--- config.mk ---
export PLATFORM = sky130hd
export DESIGN_NAME = sr_wpl
export DESIGN_NICKNAME = d
export VERILOG_FILES = /design/src/rtl/sr_wpl_pkg.sv /design/src/rtl/sr_wpl_cell.sv /design/src/rtl/sr_wpl.sv
export SDC_FILE = /design/constraint.sdc
export NUM_CORES = 1
export LEC_CHECK = 0
export ABC_CLOCK_PERIOD_IN_PS = 800
export BUFFER_PORTS_ARGS = -buffer_cell sky130_fd_sc_hd__buf_2
export CORE_AREA = 3 3 40 42
export CTS_CLUSTER_DIAMETER = 100
export DETAILED_ROUTE_END_ITERATION = 8
export DIE_AREA = 0 0 43 45
export PLACE_DENSITY = 0.75
export SLEW_MARGIN = 20
export SYNTH_ARGS = -nofsm -noshare
export SYNTH_HDL_FRONTEND = slang
export SYNTH_SLANG_ARGS = --single-unit
export TNS_END_PERCENT = 100
--- constraint.sdc ---
create_clock -name clk -period 0.8 [get_ports clk]
set_input_delay 0.08 -clock clk [delete_from_list [all_inputs] [get_ports clk]]
set_output_delay 0.08 -clock clk [all_outputs]
set_load 0.01 [all_outputs]
--- src/rtl/sr_wpl_pkg.sv ---
// sr_wpl_pkg: selection codes shared by the shift register and its bit cell.
package sr_wpl_pkg;
    typedef logic [1:0] sel_t;
    localparam sel_t SEL_HOLD = 2'd0;
    localparam sel_t SEL_LOAD = 2'd1;
    localparam sel_t SEL_SHL  = 2'd2;
    localparam sel_t SEL_SHR  = 2'd3;
endpackage

--- src/rtl/sr_wpl_cell.sv ---
// sr_wpl_cell: one register bit, a 4:1 mux feeding a flop with synchronous clear.
module sr_wpl_cell
    import sr_wpl_pkg::*;
(
    input  logic clk,
    input  logic rst_n,
    input  sel_t i_sel,
    input  logic i_load,
    input  logic i_shl,
    input  logic i_shr,
    output logic o_q
);
    logic r_q;
    logic w_d;
    always_comb begin
        w_d = (i_sel == SEL_LOAD) ? i_load :
              (i_sel == SEL_SHL)  ? i_shl  :
              (i_sel == SEL_SHR)  ? i_shr  : r_q;
    end
    always_ff @(posedge clk) begin
        if (!rst_n) r_q <= 1'b0;
        else        r_q <= w_d;
    end
    assign o_q = r_q;
endmodule

--- src/rtl/sr_wpl.sv ---
// sr_wpl: N-bit universal shift register (hold / parallel load / shift left / shift right).
module sr_wpl
    import sr_wpl_pkg::*;
#(
    parameter int N = 8
) (
    input  logic         clk,
    input  logic         rst_n,
    input  logic [N-1:0] data_in,
    input  sel_t         selection,
    input  logic         i_right,
    input  logic         i_left,
    output logic [N-1:0] data_out
);
    logic [N-1:0] w_q;
    // Serial fill bits enter at the ends; interior bits take their neighbours.
    logic [N+1:0] w_chain;
    assign w_chain = {i_left, w_q, i_right};
    for (genvar i = 0; i < N; i++) begin : g_bit
        sr_wpl_cell u_cell (
            .clk    (clk),
            .rst_n  (rst_n),
            .i_sel  (selection),
            .i_load (data_in[i]),
            .i_shl  (w_chain[i]),
            .i_shr  (w_chain[i+2]),
            .o_q    (w_q[i])
        );
    end
    assign data_out = w_q;
endmodule

**Yosys cells after proc, flatten, opt, wreduce, memory -nomap -nowiden**

Cells that the tools add are included.

- Eq/ne operators: 3
- Multiplexer cells: 24
- Reduce and logical (&&, ||, !) cells: 1

Operators by type and width:

| kind | number |
|---|---|
| 2-to-1 mux 1 bit | 24 |
| == test 2 bit (second input constant) | 2 |
| nonzero test 3 bit | 1 |
| == test 2 x 1 -> 1 bit (second input constant) | 1 |

- Flip-flop bits (word level): 8
- Word-level logic and storage cells: 36

**Longest topological paths before layout**

Gate-level depths: netlist (run 1).

- Depth in word-level cells: 4
- Depth in mapped cells: 4

**Cells and area by module**

From an unflattened synthesis (run 1), not the netlist that was laid out.

- Cells, all modules: 24
- Area total of the unflattened synthesis: 390.4 um2

By module, submodules not included:

| module | instances | cells each | area an instance (um2) |
|---|---|---|---|
| sr_wpl_cell | 8 | 3 | 48.8 |

**Worst setup path before layout (run 1)**

Ideal clock, no wire load.

- Kind: input-to-reg
- From: input selection[1]
- To: register g_bit[1].u_cell.r_q
- Arrival time: 0.584 ns
- Path slack: 0.086 ns
- Cell stages on the path: 4
- Cells stage by stage: buf_6 -> buf_12 -> mux2i_1 -> o22ai_1

- Word-level cells in the longest chain between the ends: 3
- Elaborated cells on any way between the ends: 6
- Those cells by class: eq/ne (3); mux (2); reduce/logical (1)

RTL lines:

| element | line | source |
|---|---|---|
| start: declaration | sr_wpl.sv:10 | `input sel_t selection,` |
| == test 2 bit | sr_wpl_cell.sv:17 | `(i_sel == SEL_SHL) ? i_shl :` |
| 2-to-1 mux 1 bit | sr_wpl_cell.sv:17 |  |
| 2-to-1 mux 1 bit | sr_wpl_cell.sv:16 | `w_d = (i_sel == SEL_LOAD) ? i_load :` |
| end signal: assignment | sr_wpl_cell.sv:22 | `else r_q <= w_d;` |
| end: declaration | sr_wpl_cell.sv:13 | `logic r_q;` |

Several ways; a longest one is shown, not always the timed one.
A chain may end at the register's enable or synchronous reset.

**Worst setup path after layout (run 1)**

- From: register g_bit[1].u_cell.r_q
- To: output data_out[1]

RTL lines:

| element | line | source |
|---|---|---|
| end: declaration | sr_wpl.sv:13 | `output logic [N-1:0] data_out` |

No word-level cell between the ends.

==> key figures, run 1 <==
Yosys
  – Syn Inst Count: 45
  – Post-synthesis mux area share: around a third
  – Post-synthesis xor/xnor area fraction: 0%
  – Syn Nets: 59
  – Yosys cell types: 9
  – Main combinational cell family by area after synthesis: multiplexers
  – Synth Area in Compound Gates: 10.5%
  – Seq/Total Area, Yosys: 33.7%
  – Post-synthesis adder-cell area fraction: 0%
  – Mapped Avg Cell Area: 10.6 sq um
  – Yosys reg bits: 8
  – Yosys synthesis warning count: 0
  – Simple-gate share of the synthesized area: 2.11%
  – Post-synthesis cell area: 475 sq um

Global route
  – Vias in the first global route: 342
  – Met3 usage: 2.39%
  – First-pass GRT wire length: about 1500 um
  – Initial antenna violation count: 0
  – Met2 GRT Util: between 10% and 20%
  – Largest net degree at the start of global routing: 17
  – GRT Total Usage: approximately a tenth
  – Grt ovf: 0
  – Top Usage Layer GRT: met2
  – M1 GR Usage: between 10% and 20%

Layout
  – Leading cell type in the layout, fill and taps excluded: mux2i_1
  – Filler-free cell count of the finished design: 74
  – Cell area after layout: 619 sq um
  – Total Nets Final: 75
  – Core Util, Final: 48.2%
  – Max reg flops: 8
  – Register Area: ~180 sq um
  – ANT cells: 0
  – Most frequent cells in the layout: mux2i_1, buf_2, o22ai_1, buf_6, dfxtp_4
  – # fillers: 123
  – Area Growth Syn to Fin: 30.3%
  – Share of cells above drive strength 1: 55.9%
  – Area of the multi-input gates: 220 sq um

Floorplanning
  – I/O Pins: 22
  – Starting density of the core: 37.0%
  – Core Area: 0.00128 sq mm
  – # rows: 13
  – Die ar.: 0.00194 sq mm
  – Height of the chip: between 40 and 50 um
  – Die width: ~43 um

Power
  – Overall Power: 0.958 mW
  – Sw Share: 25.6%
  – Sequential share of power: 46.5%
  – Peak VDD IR: 0.576 mV
  – Pwr dens: 1550 mW/mm^2
  – Switch Pwr: 0.246 mW
  – P_int: 0.712 mW
  – Comb pwr share: 21.3%
  – Leak: 0.295 nW
  – Clock share of power: 32.2%

CTS
  – CTS tree: built
  – Clock Tree Buf Depth: 2
  – CTS Hold Bufs: 0
  – Clock Sinks: 8
  – Skew-Pair Late Insertion Delay: 0.25 ns
  – Clk slew on worst S/H paths: ~0.06 ns
  – Root Buffer: clkbuf_4
  – CTS Buf Count: 3
  – H-tree Lvls: 1

Place
  – Placed cells: 71
  – Port bufs: 21
  – Worst Setup Slack post-DPL: between 0.008 and 0.009 ns
  – Placed Area: 524 sq um
  – GPL Wtd Cong: 0.708

Setup path
  – WP data arrival: 0.72 ns
  – CP endpoint kind: output pin
  – Worst path max stage delay: 0.35 ns
  – Critical-path cell list: buf_6
  – Startpoint Class: flip-flop
  – Buf/Inv on CP: 1
  – Max FO, Critical Path: 4
  – CP delay by family, top: flip-flops
  – Worst path required time: about 0.7 ns
  – CP Class: flip-flop to output pin
  – CP max stage cell: dfxtp_4

Routing
  – Residual DRC: 0
  – 1st-pass router iterations: 7
  – Average vias per placed instance: slightly below 5
  – Routed Antenna Nets: 0
  – DRT Wirelength: between 900 and 1000 um
  – DRT iter0 DRCs: 7
  – Routed via count: 363
  – Avg WL per Cell: 12.7 um

STA
  – FMAX: 1.25 GHz
  – Fin worst setup slack: around 0.0011 ns
  – RSZ-0062 raised after global routing: true
  – Final min period: ~0.8 ns
  – Hold Vio Cnt, Final: 0
  – WHS: 0.116 ns
  – Slew @ Worst Pin: between 0.3 and 0.4 ns
  – Slew margin rel.: 79.8%
  – Final Skew: 0.00403 ns
  – Crit share post-route: between 90% and 100%
  – Slew Limit Fails: 0
  – Fin Setup TNS: 0 ns
  – Setup violators final: 0

Outcome
  – Status: finished, final reports clean

Hold path
  – Worst hold path class: input pin to flip-flop

Flow run
  – Max-cap viol count: 0
## layout make-up
type | count | share of cell area, %
well taps | 15 | 3.03
clock buffers | 3 | 3.64
multi-input cells | 26 | 35.6
flip-flops and latches | 8 | 29.5
repair buffers | 22 | 28.3
## worst reg2reg max path, cell delays in order (launching register included)
cell and delay, ns:
dfxtp_4 0.35, mux2i_1 0.15, o22ai_1 0.09
## cell usage after synthesis
cell type  count  area share [%]
buf_1          1            0.79
buf_12         1             4.2
buf_4          8              13
buf_6          1             2.4
dfxtp_1        8              34
mux2i_1       16              34
nand2_1        1            0.79
nand2b_1       1             1.3
o22ai_1        8              11
## path summary, 6_finish.rpt
kind / from / to / slack [ns] / cells after the start
setup / recovery: g_bit[1].u_cell.o_q / data_out[1] / 0.001 / 1
hold / removal: data_in[0] / g_bit[0].u_cell.o_q / 0.12 / 3
setup reg to reg: g_bit[6].u_cell.o_q / g_bit[7].u_cell.o_q / 0.08 / 2
hold reg to reg: g_bit[7].u_cell.o_q / g_bit[6].u_cell.o_q / 0.57 / 2
## logic make-up (layout without fill, tap and decap cells)
family | count (synthesis) | in the layout
and+or+nand+nor | 2 | 2
buffers and inverters | 11 | 25
DFF | 8 | 8
muxes | 16 | 16
AOI/OAI and AO/OA | 8 | 8
## routing by layer
| metal | vias up | part of all wire (%) |
|---|---|---|
| li1 | 187 | - |
| met1 | 152 | 44 |
| met2 | 24 | 46 |
| met3 | 0 | 9.7 |
| met4 | 0 | 0 |
| met5 | - | 0 |
## power groups by stage
stage	sequential, mW	clock (mW)	combinational, mW
after floorplan	0.447	0	0.150
after global placement	0.451	0	0.175
after detailed placement	0.453	0	0.179
after CTS	0.454	0.317	0.201
after global routing	0.450	0.340	0.221
final	0.446	0.308	0.204
## timing repair
item                       4_1_cts  5_1_grt
setup endpoints to repair        8        8
gates resized for setup         15        6
buffers inserted                 0        0
pin swaps                        0        0
Note: power is estimated with default switching activity, not from simulation.
==> inputs of run 2 (changes only) <==
Settings changed: BUFFER_PORTS_ARGS -buffer_cell sky130_fd_sc_hd__buf_2 to unset, DONT_BUFFER_PORTS set to 1, PLACE_DENSITY 0.75 to 0.53, SYNTH_HIERARCHICAL set to 1.
==> run 2 against run 1 <==
Net effect:
- the run now ends with setup timing left
- hold slack worse by 0.017 ns
- combinational power down 7%
- critical path depth up 1
- flip-flop and latch count unchanged
- sequential share of layout area down 0.62 points
- synthesized cell count down 47%
- count of clock-buffer cells in the layout unchanged
- routed wire length down 0.96%
- final cell count down 24%
- global-route usage up 0.42 points
- die area unchanged
- first-iteration DRC count down 57%
- critical path type is now flip-flop to flip-flop
==> key figures, run 2 <==
STA
  – FMAX: about 0.96 GHz
  – Crit share post-route: 130%
  – Fin worst setup slack: -0.241 ns
  – Setup violators final: 14
  – RSZ-0062 raised after global routing: true
  – Slew Limit Fails: 0
  – Final min period: 1.04 ns
  – Slew @ Worst Pin: 0.254 ns
  – Hold Vio Cnt, Final: 0
  – Slew margin rel.: between 80% and 90%
  – Final Skew: 0.00211 ns

Yosys
  – Area contributors post-synth: mux4_2, dfxtp_1, and2_1
  – EDFF count, synth: 0
  – Post-synth top cells: and2_1, dfxtp_1, mux4_2
  – Mapped Avg Cell Area: 16.3 sq um
  – Yosys reg bits: 8
  – Syn Nets: 38
  – Post-synthesis cell area: 390 sq um
  – Yosys cell types: 3
  – Main synth FF type: dfxtp_1
  – Yosys synthesis warning count: 6
  – Seq/Total Area, Yosys: 41.0%
  – Post-synth top area share: approximately 46%
  – Async set-reset flop share out of synthesis: 0%
  – Most area-hungry cell type in the Yosys netlist: mux4_2
  – Syn Inst Count: 24

Layout
  – ANT cells: 0
  – Filler-free cell count of the finished design: 56
  – Core Util, Final: 46.5%
  – Total Nets Final: 57
  – Max reg flops: 8
  – Leading cell type in the layout, fill and taps excluded: buf_6
  – Area Growth Syn to Fin: 53.2%
  – Share of cells above drive strength 1: between 80 and 90%
  – Most frequent cells in the layout: buf_6, mux4_2, dfxtp_2

Floorplanning
  – I/O Pins: 22
  – # rows: 13
  – Die width: 43 um
  – Die ar.: 0.00194 sq mm
  – Height of the chip: 45 um
  – Starting density of the core: 30.4%
  – Core Area: 0.00128 sq mm

CTS
  – CTS tree: built
  – Skew-Pair Late Insertion Delay: roughly 0.25 ns
  – Root Buffer: clkbuf_4
  – H-tree Lvls: 1
  – Clk slew on worst S/H paths: 0.05 ns
  – Clock Tree Buf Depth: 2
  – CTS Buf Count: 3
  – Clock Sinks: 8

Routing
  – Average vias per placed instance: 5.16
  – DRT Wirelength: 929 um
  – Residual DRC: 0
  – DRT iter0 DRCs: 3
  – Routed Antenna Nets: 0
  – Routed via count: between 200 and 300
  – Avg WL per Cell: ~17 um
  – 1st-pass router iterations: 2

Place
  – Port bufs: 0
  – Placed cells: 48
  – GPL Wtd Cong: 0.706
  – Estimated wirelength of the detail-placed design: 699 um

Setup path
  – Buf/Inv on CP: 0
  – WP data arrival: 1.19 ns
  – CP max stage cell: mux4_2
  – WP depth: 2
  – Worst path required time: approximately 0.95 ns
  – R2r startpoint: g_bit[7].u_cell/o_q
  – R2R setup slack: -0.24 ns
  – Max FO, Critical Path: 3
  – Reg2reg path depth: 2
  – Worst setup path end: g_bit[6].u_cell/o_q
  – Worst r2r dst: g_bit[6].u_cell/o_q
  – CP startpoint: g_bit[7].u_cell/o_q
  – Startpoint Class: flip-flop
  – CP Class: flip-flop to flip-flop
  – CP endpoint kind: flip-flop
  – Critical-path cell list: mux4_2 -> and2_4
  – CP delay by family, top: multiplexers
  – Worst path max stage delay: 0.46 ns

Global route
  – Initial antenna violation count: 0
  – Vias in the first global route: 321
  – Largest net degree at the start of global routing: 9
  – Grt ovf: 0
  – First-pass GRT wire length: between 1000 and 1500 um
  – GRT Total Usage: 11.0%

Power
  – Peak VDD IR: ~0.95 mV
  – Leak: 0.244 nW
  – Pwr dens: roughly 1600 mW/mm^2

Flow run
  – Max-cap viol count: 0

Outcome
  – Failing checks: setup timing
  – Status: finished with violations

Hold path
  – Worst hold path class: input pin to flip-flop
  – Hold Crit Start: selection[0]
run 2: cell types whose count changed in the layout (fill, tap and decap cells not counted), moves of 2 or more:
cell / change
buf_6: +3
mux2i_1: -16
dfxtp_2: +4
and2_1: +6
buf_2: -13
mux4_2: +8
and2_4: +2
dfxtp_4: -4
buf_4: +2
o22ai_1: -8
run 2: cells by family after synthesis:
| group | after synthesis | share of synthesized area (%) |
|---|---|---|
| mux | 8 | 46.2 |
| simple gates | 8 | 12.8 |
| flops | 8 | 41.0 |
run 2: how the worst min path moves through the flow:
stage	endpoint	slack (ns)	cells after the start
after floorplan	g_bit[1].u_cell/o_q	0.21	1
after global placement	g_bit[1].u_cell/o_q	0.21	1
after detailed placement	g_bit[4].u_cell/o_q	0.21	1
after CTS	g_bit[1].u_cell/o_q	0.09	2
after global routing	g_bit[1].u_cell/o_q	0.11	2
final	g_bit[1].u_cell/o_q	0.1	2
run 2: final cells by class:
| cell class | instances | area (sq um) |
|---|---|---|
| fillers | 118 | 687 |
| flip-flops and latches | 8 | 173 |
| multi-input cells | 16 | 235 |
| repair buffers | 14 | 149 |
| well taps | 15 | 18.8 |
| clock buffers | 3 | 22.5 |
run 2: where the power goes:
group	switching [mW]	internal (mW)	leakage [nW]
Clock	0.133	0.171	0.0138
Combinational	0.0445	0.145	0.161
Sequential	0.0260	0.428	0.0691
run 2: worst register-to-register path, cell delays in order, from the launching register on:
cell     delay [ns]
dfxtp_2        0.33
mux4_2         0.46
and2_4         0.15
run 2: per-layer routing:
layer / share of wire, % / GRT usage (%)
met1: 36 / 11.6
met2: 50 / 17.7
met3: 14 / 8.76
met4: 0 / 1.81
met5: 0 / 0
run 2: per-stage QoR:
step	hold slack [ns]	area [sq um]	setup TNS, ns	power (mW)	setup slack [ns]
4_1_cts	0.0936	544	-2.02	0.934	-0.250
6_report	0.0985	598	-2.31	0.948	-0.241
3_5_place_dp	0.211	485	-1.79	0.598	-0.243
5_1_grt	0.106	598	-2.71	0.996	-0.270
3_3_place_gp	0.211	485	-1.69	0.595	-0.225
2_1_floorplan	0.207	399	-1.72	0.546	-0.218
run 2: timing repair:
action | in CTS | in global routing
setup endpoints to repair | 15 | 16
hold buffers | 1 | 0
resized for setup | 8 | 7
hold endpoints to repair | 8 | 0
buffers inserted | 0 | 4
